==> src/rtl/rf_pkg.sv <==
// rf_pkg: shared defaults, address-width helper and zero-register index
// for the multi-port register file.
`default_nettype none

package rf_pkg;

  localparam int unsigned c_xlen_def = 32;
  localparam int unsigned c_nreg_def = 32;
  localparam int unsigned c_zero_idx = 0;

  function automatic int unsigned rf_clog2(input int unsigned v);
    int unsigned r;
    r = 0;
    while ((32'd1 << r) < v) r++;
    return r;
  endfunction

endpackage

`default_nettype wire

==> src/rtl/regfile_mp_sb_if.sv <==
// regfile_mp_sb_if: issue/read/writeback bundle of the register file.
// Revision: 1.0
`default_nettype none

interface regfile_mp_sb_if
  import rf_pkg::*;
#(
  parameter int unsigned XLEN = c_xlen_def,
  parameter int unsigned NREG = c_nreg_def,
  parameter int unsigned NRD  = 2,
  parameter int unsigned NWR  = 2
);
  localparam int unsigned AW = rf_clog2(NREG);

  logic [NRD*AW-1:0]   rd_addr;
  logic [NRD*XLEN-1:0] rd_data;
  logic [NRD-1:0]      rd_busy;
  logic [NWR-1:0]      wr_en;
  logic [NWR*AW-1:0]   wr_addr;
  logic [NWR*XLEN-1:0] wr_data;
  logic                iss_en;
  logic [AW-1:0]       iss_addr;
  logic [NREG-1:0]     busy_vec;

  modport master (
    output rd_addr, wr_en, wr_addr, wr_data, iss_en, iss_addr,
    input  rd_data, rd_busy, busy_vec
  );

  modport slave (
    input  rd_addr, wr_en, wr_addr, wr_data, iss_en, iss_addr,
    output rd_data, rd_busy, busy_vec
  );

endinterface

`default_nettype wire

==> src/rtl/regfile_sb_scoreboard.sv <==
// regfile_sb_scoreboard: per-register busy bits; issue sets, writeback clears.
// Revision: 1.0
`default_nettype none

module regfile_sb_scoreboard
  import rf_pkg::*;
#(
  parameter int unsigned NREG     = c_nreg_def,
  parameter int unsigned NWR      = 2,
  parameter int unsigned ZERO_REG = 1,
  parameter int unsigned AW       = rf_clog2(NREG)
) (
  input  logic              clk,
  input  logic              rst_n,
  input  logic [NWR-1:0]    i_wr_en,
  input  logic [NWR*AW-1:0] i_wr_addr,
  input  logic              i_iss_en,
  input  logic [AW-1:0]     i_iss_addr,
  output logic [NREG-1:0]   o_busy_vec
);

  logic [NREG-1:0] w_clr;

  always_comb begin
    w_clr = '0;
    for (int j = 0; j < NWR; j++) begin
      if (i_wr_en[j]) w_clr[i_wr_addr[j*AW +: AW]] = 1'b1;
    end
  end

  for (genvar i = 0; i < NREG; i++) begin : g_bit
    if (ZERO_REG != 0 && i == c_zero_idx) begin : g_zero
      assign o_busy_vec[i] = 1'b0;
    end else begin : g_flop
      logic r_busy;
      // A new producer outranks a same-cycle writeback of the old one.
      always_ff @(posedge clk or negedge rst_n) begin
        if (!rst_n) begin
          r_busy <= 1'b0;
        end else if (i_iss_en && i_iss_addr == AW'(i)) begin
          r_busy <= 1'b1;
        end else if (w_clr[i]) begin
          r_busy <= 1'b0;
        end
      end
      assign o_busy_vec[i] = r_busy;
    end
  end

endmodule

`default_nettype wire

==> src/rtl/regfile_mp_sb.sv <==
// regfile_mp_sb: parametrised multi-port register file with optional
// write-to-read bypass and busy scoreboard. Revision: 1.0
`default_nettype none

module regfile_mp_sb
  import rf_pkg::*;
#(
  parameter int unsigned XLEN     = c_xlen_def,
  parameter int unsigned NREG     = c_nreg_def,
  parameter int unsigned NRD      = 2,
  parameter int unsigned NWR      = 2,
  parameter int unsigned ZERO_REG = 1,
  parameter int unsigned BYPASS   = 1
) (
  input  logic          clk,
  input  logic          rst_n,
  regfile_mp_sb_if.slave bus
);

  localparam int unsigned AW = rf_clog2(NREG);

  logic [NREG-1:0][XLEN-1:0] w_mem;
  logic [NREG-1:0]           w_busy_vec;
  logic [NRD*XLEN-1:0]       w_rd_data;
  logic [NRD-1:0]            w_rd_busy;

  for (genvar i = 0; i < NREG; i++) begin : g_reg
    if (ZERO_REG != 0 && i == c_zero_idx) begin : g_zero
      assign w_mem[i] = '0;
    end else begin : g_store
      logic [XLEN-1:0] r_q;
      // Ports are scanned in ascending order so the highest-index write lands.
      always_ff @(posedge clk or negedge rst_n) begin
        if (!rst_n) begin
          r_q <= '0;
        end else begin
          for (int j = 0; j < NWR; j++) begin
            if (bus.wr_en[j] && bus.wr_addr[j*AW +: AW] == AW'(i)) begin
              r_q <= bus.wr_data[j*XLEN +: XLEN];
            end
          end
        end
      end
      assign w_mem[i] = r_q;
    end
  end

  regfile_sb_scoreboard #(
    .NREG     (NREG),
    .NWR      (NWR),
    .ZERO_REG (ZERO_REG),
    .AW       (AW)
  ) u_scoreboard (
    .clk        (clk),
    .rst_n      (rst_n),
    .i_wr_en    (bus.wr_en),
    .i_wr_addr  (bus.wr_addr),
    .i_iss_en   (bus.iss_en),
    .i_iss_addr (bus.iss_addr),
    .o_busy_vec (w_busy_vec)
  );

  // Forwarding is suppressed under reset because the write will not land.
  always_comb begin
    w_rd_data = '0;
    w_rd_busy = '0;
    for (int k = 0; k < NRD; k++) begin
      w_rd_data[k*XLEN +: XLEN] = w_mem[bus.rd_addr[k*AW +: AW]];
      w_rd_busy[k]              = w_busy_vec[bus.rd_addr[k*AW +: AW]];
      if (BYPASS != 0 && rst_n &&
          !(ZERO_REG != 0 && bus.rd_addr[k*AW +: AW] == AW'(c_zero_idx))) begin
        for (int j = 0; j < NWR; j++) begin
          if (bus.wr_en[j] && bus.wr_addr[j*AW +: AW] == bus.rd_addr[k*AW +: AW]) begin
            w_rd_data[k*XLEN +: XLEN] = bus.wr_data[j*XLEN +: XLEN];
            w_rd_busy[k]              = 1'b0;
          end
        end
      end
    end
  end

  assign bus.rd_data  = w_rd_data;
  assign bus.rd_busy  = w_rd_busy;
  assign bus.busy_vec = w_busy_vec;

endmodule

`default_nettype wire

==> src/flat_wrapper.sv <==
// flat-port wrapper written by rule: the top's interface ports become plain ports
module regfile_mp_sb_flat import rf_pkg::*;
#(
  parameter int unsigned XLEN     = c_xlen_def,
  parameter int unsigned NREG     = c_nreg_def,
  parameter int unsigned NRD      = 2,
  parameter int unsigned NWR      = 2,
  parameter int unsigned ZERO_REG = 1,
  parameter int unsigned BYPASS   = 1
)
  (clk, rst_n, bus_rd_addr, bus_wr_en, bus_wr_addr, bus_wr_data, bus_iss_en, bus_iss_addr, bus_rd_data, bus_rd_busy, bus_busy_vec);
  regfile_mp_sb_if #(.XLEN(XLEN), .NREG(NREG), .NRD(NRD), .NWR(NWR)) bus_i ();
  input  logic clk;
  input  logic rst_n;
  input wire logic [$bits(bus_i.rd_addr)-1:0] bus_rd_addr;
  input wire logic [$bits(bus_i.wr_en)-1:0] bus_wr_en;
  input wire logic [$bits(bus_i.wr_addr)-1:0] bus_wr_addr;
  input wire logic [$bits(bus_i.wr_data)-1:0] bus_wr_data;
  input wire logic [$bits(bus_i.iss_en)-1:0] bus_iss_en;
  input wire logic [$bits(bus_i.iss_addr)-1:0] bus_iss_addr;
  output wire logic [$bits(bus_i.rd_data)-1:0] bus_rd_data;
  output wire logic [$bits(bus_i.rd_busy)-1:0] bus_rd_busy;
  output wire logic [$bits(bus_i.busy_vec)-1:0] bus_busy_vec;
  assign bus_i.rd_addr = bus_rd_addr;
  assign bus_i.wr_en = bus_wr_en;
  assign bus_i.wr_addr = bus_wr_addr;
  assign bus_i.wr_data = bus_wr_data;
  assign bus_i.iss_en = bus_iss_en;
  assign bus_i.iss_addr = bus_iss_addr;
  assign bus_rd_data = bus_i.rd_data;
  assign bus_rd_busy = bus_i.rd_busy;
  assign bus_busy_vec = bus_i.busy_vec;
  regfile_mp_sb #(.XLEN(XLEN), .NREG(NREG), .NRD(NRD), .NWR(NWR), .ZERO_REG(ZERO_REG), .BYPASS(BYPASS)) u_core (.clk(clk), .rst_n(rst_n), .bus(bus_i));
endmodule
==> config.mk <==
export PLATFORM = sky130hd
export DESIGN_NAME = regfile_mp_sb_flat
export DESIGN_NICKNAME = d
export VERILOG_FILES = /design/src/rtl/rf_pkg.sv /design/src/rtl/regfile_mp_sb_if.sv /design/src/rtl/regfile_sb_scoreboard.sv /design/src/rtl/regfile_mp_sb.sv /design/src/flat_wrapper.sv
export SDC_FILE = /design/constraint.sdc
export NUM_CORES = 2
export LEC_CHECK = 0
export CAP_MARGIN = 15
export CORE_ASPECT_RATIO = 0.5
export CORE_UTILIZATION = 36
export DETAILED_ROUTE_END_ITERATION = 8
export MAX_ROUTING_LAYER = met4
export PLACE_DENSITY_LB_ADDON = 0.12
export SYNTH_ARGS = -nofsm -noshare
export SYNTH_HDL_FRONTEND = slang
export SYNTH_HIERARCHICAL = 1
export SYNTH_SLANG_ARGS = --single-unit
==> constraint.sdc <==
create_clock -name clk -period 3.9 [get_ports clk]
set_input_delay 0.78 -clock clk [delete_from_list [all_inputs] [get_ports clk]]
set_output_delay 0.78 -clock clk [all_outputs]
set_load 0.02 [all_outputs]
==> results.toml <==
[clock_network]
cts_buffer_depth = 3
cts_root_buffer = "clkbuf_16"
cts_tree = "built"
clk_pin_slew_worst_paths_ns = 0.06
cts_made_buffers = 109
clkLatencyLatePin_ns = 0.74
clock_sinks = 1023
h-tree-depth = 3

[drt]
drt_pass1_iterations = 8
vias = 55200
drc_errors = 0
drt-total-wl_um = 304000
post_drt_wl_per_cell_um = 34.4
antenna_left = 0
viasPerCell = 6.25
drt_iter0_markers = 7208

[worst_hold_path]
hp-class = "input port to async pin"

[floorplan]
dieArea_um2 = 186000
row_count = 110
die_h_um = 305
ios = 192
die_w_um = 608
core-area_um2 = 181000
start_util_pct = 36.5

[layout]
fill_cells = 16700
nets = 6424
areaGrowthSynthToFinish_pct = 19.7
layout-drive-gt1-share_pct = 24.8
final_area_um2 = 79200
mostFrequentLayoutCell = "mux2i_1"
mostFrequentLayoutCells = "1147 x mux2i_1, 1023 x dfrtp_1, 795 x nor2_1, 748 x a21oi_1, 522 x mux4_2"

[synthesis]
synth_top_area_share_pct = 38.7
ys_types = 57
yosysWarnings = 6
ys_ff_latch = 1023
synth_edf_count = 0
ys.flop_type = "dfrtp_1"
synthCells = 6183
avgSynthCellArea_um2 = 10.7
synth-seq-area-share_pct = 38.7
async_flop_share_pct = 100
syn_area_um2 = 66200
yosys.area.top_type = "dfrtp_1"
synthTopCellsByArea = "dfrtp_1 39%, mux4_2 18%, mux2i_1 18%, a21oi_1 5.7%, nor2_1 4.6%"
synthesis.nets = 6277

[worst_setup_path]
cp_common_cell = "buf_12"
cp_max_fo = 7
arrival_ns = 3.12
critical_path.top_delay_family = "buffers and inverters"
crit_type = "input port to primary output"
end_kind = "primary output"
cp.required_ns = 3.12
critPathSlowestCell = "nor4_4"
cpPeakStageDelay_ns = 0.36
crit_chain = "buf_16, buf_12, xor2_2, nor4_4, and2_4, buf_12, o21a_4, buf_12, buf_12, mux2i_4, buf_6, buf_12"
cp.buffers_inverters = 7
cp-start-kind = "input port"

[flow_run]
cap_violations = 0

[timing]
fin_worst_skew_ns = 0
tightest_slew_ns = 1.20
maxSlewViolCount = 0
hold_viol = 0
timing.hold.ws_ns = 0.277
clock.fmax_mhz = 256
setup_slack_ns = -0.00163
relSlewSlack_pct = 20.0
rsz0062_at_grt = "true"
period_share_pct = 100
setup_viol = 1
min_period_ns = 3.90

[grt]
track_usage_pct = 33.1
grt_pass1_wl_um = 424000
overflow = 0
use_met3_pct = 7.06
antenna_found_initial = 6
grt.met2_usage_pct = 46.8
grt_use_met1_pct = 46.1
grt_start_max_net_pins = 165
grt_busiest_layer = "met2"
grt_pass1_vias = 53200

[placement]
dp_hpwl_um = 193000
dpl_cell_area_um2 = 74100
dp_slack_ns = -0.566
gp_congestion = 0.901
port_buffers = 190

[power]
switchingPower_w = 0.0125
p_sw_share_pct = 32.4
power_frac_comb_pct = 29.5
p_leak_nw = 34.1
pwr-share-seq_pct = 40.9
p_per_area_nw_per_um2 = 488
internal_power_w = 0.0262
clkPwrFrac_pct = 29.6
peakVddDrop_uv = 357

[outcome]
status = "complete, but fails checks"
violations = "negative setup slack"
## final cells by class
type | instances | area [um^2] | share of cell area, %
clock inverter | 46 | 601 | 0.758
multi-input combinational | 4354 | 37500 | 47.4
inverter | 3 | 11.3 | 0.0142
sequential | 1023 | 25600 | 32.3
clock buffer | 157 | 3230 | 4.08
timing repair buffer | 839 | 9230 | 11.7
antenna | 2 | 5.00 | 0.00632
tap | 2408 | 3010 | 3.80
## Yosys cell counts (5+ instances only)
cell	n
buf_4	78
o21a_1	5
nor3_1	10
and2_1	7
clkbuf_1	441
nor2_1	813
buf_2	158
nand3_1	52
nor3b_2	6
nand2b_1	18
nand4_1	14
a21oi_1	751
mux2i_1	1167
and3_1	8
o221ai_1	12
nor2b_1	20
nor4_1	12
dfrtp_1	1023
buf_6	35
buf_1	91
and3b_1	10
o21ai_0	147
o22ai_1	19
mux4_2	522
o21ai_1	128
a211oi_1	8
a22oi_1	90
xor2_1	16
a221oi_1	26
mux2_2	62
nand2_1	327
a22o_1	57
## power groups by stage
stage | Sequential (W) | Clock, W | Combinational, W
4_1_cts | 0.0158 | 0.0116 | 0.0113
6_report | 0.0158 | 0.0115 | 0.0114
2_1_floorplan | 0.0150 | 0 | 0.00783
3_5_place_dp | 0.0159 | 0 | 0.0112
3_3_place_gp | 0.0157 | 0 | 0.0109
5_1_grt | 0.0162 | 0.0120 | 0.0122
## per-layer routing
metal / wire length, um / up-vias
li1: - / 22900
met1: 129000 / 28300
met2: 129000 / 3287
met3: 31700 / 657
met4: 14800 / 0
met5: 0 / -
## registers in the layout, indices dropped and copies added, names as in the netlist
name / count
u_core/u_scoreboard/g_bit.g_flop.r_busy: 31
u_core/g.g_store.r_q: 992
## final timing paths
check	startpoint	cells after the start	slack, ns	to
max in group asynchronous	rst_n	4	1.89	u_core/g_reg[31].g_store.r_q[20]
min in group clk	u_core/u_scoreboard/g_bit[20].g_flop.r_busy	1	0.56	u_core/u_scoreboard/g_bit[20].g_flop.r_busy
hold / removal	rst_n	2	0.28	u_core/g_reg[20].g_store.r_q[11]
hold reg to reg	u_core/u_scoreboard/g_bit[20].g_flop.r_busy	1	0.56	u_core/u_scoreboard/g_bit[20].g_flop.r_busy
setup / recovery	bus_rd_addr[5]	12	-0.002	bus_rd_data[61]
setup reg to reg	u_core/g_reg[18].g_store.r_q[3]	2	3.08	u_core/g_reg[18].g_store.r_q[3]
## cell families (layout without fill, tap and decap cells)
kind of cell	after synthesis	in the layout	share of synthesized area, %
other	1	3	0.00566
muxes	1752	1752	36.5
and+or+nand+nor	1316	1316	8.24
buffers and inverters	806	1045	5.71
AOI/OAI and AO/OA	1265	1265	10.6
DFF	1023	1023	38.7
xor gates and xnor gates	20	20	0.265
## stage by stage
stage               total power, W   TNS, ns  instances  utilization [%]
finish                      0.0387  -0.00163       8832             43.7
global route                0.0404   -0.0593       8830             43.7
CTS                         0.0386    -0.141       8795             43.4
detailed placement          0.0271    -24.02       8558             40.9
global placement            0.0267    -23.85       8558             40.9
floorplan                   0.0229         0       6183                -
## timing repair
action	CTS	global route
gates cloned	6	5
pin swaps	6	8
hold buffers	0	0
buffers inserted	28	31
resized for setup	148	65
setup endpoints to repair	65	43
## worst reg2reg max path, cell delays in order, from the launching register on
cell	delay (ns)
dfrtp_1	0.39
mux2i_1	0.17
o21ai_0	0.11
No activity file was read; power rests on OpenSTA's default activity.
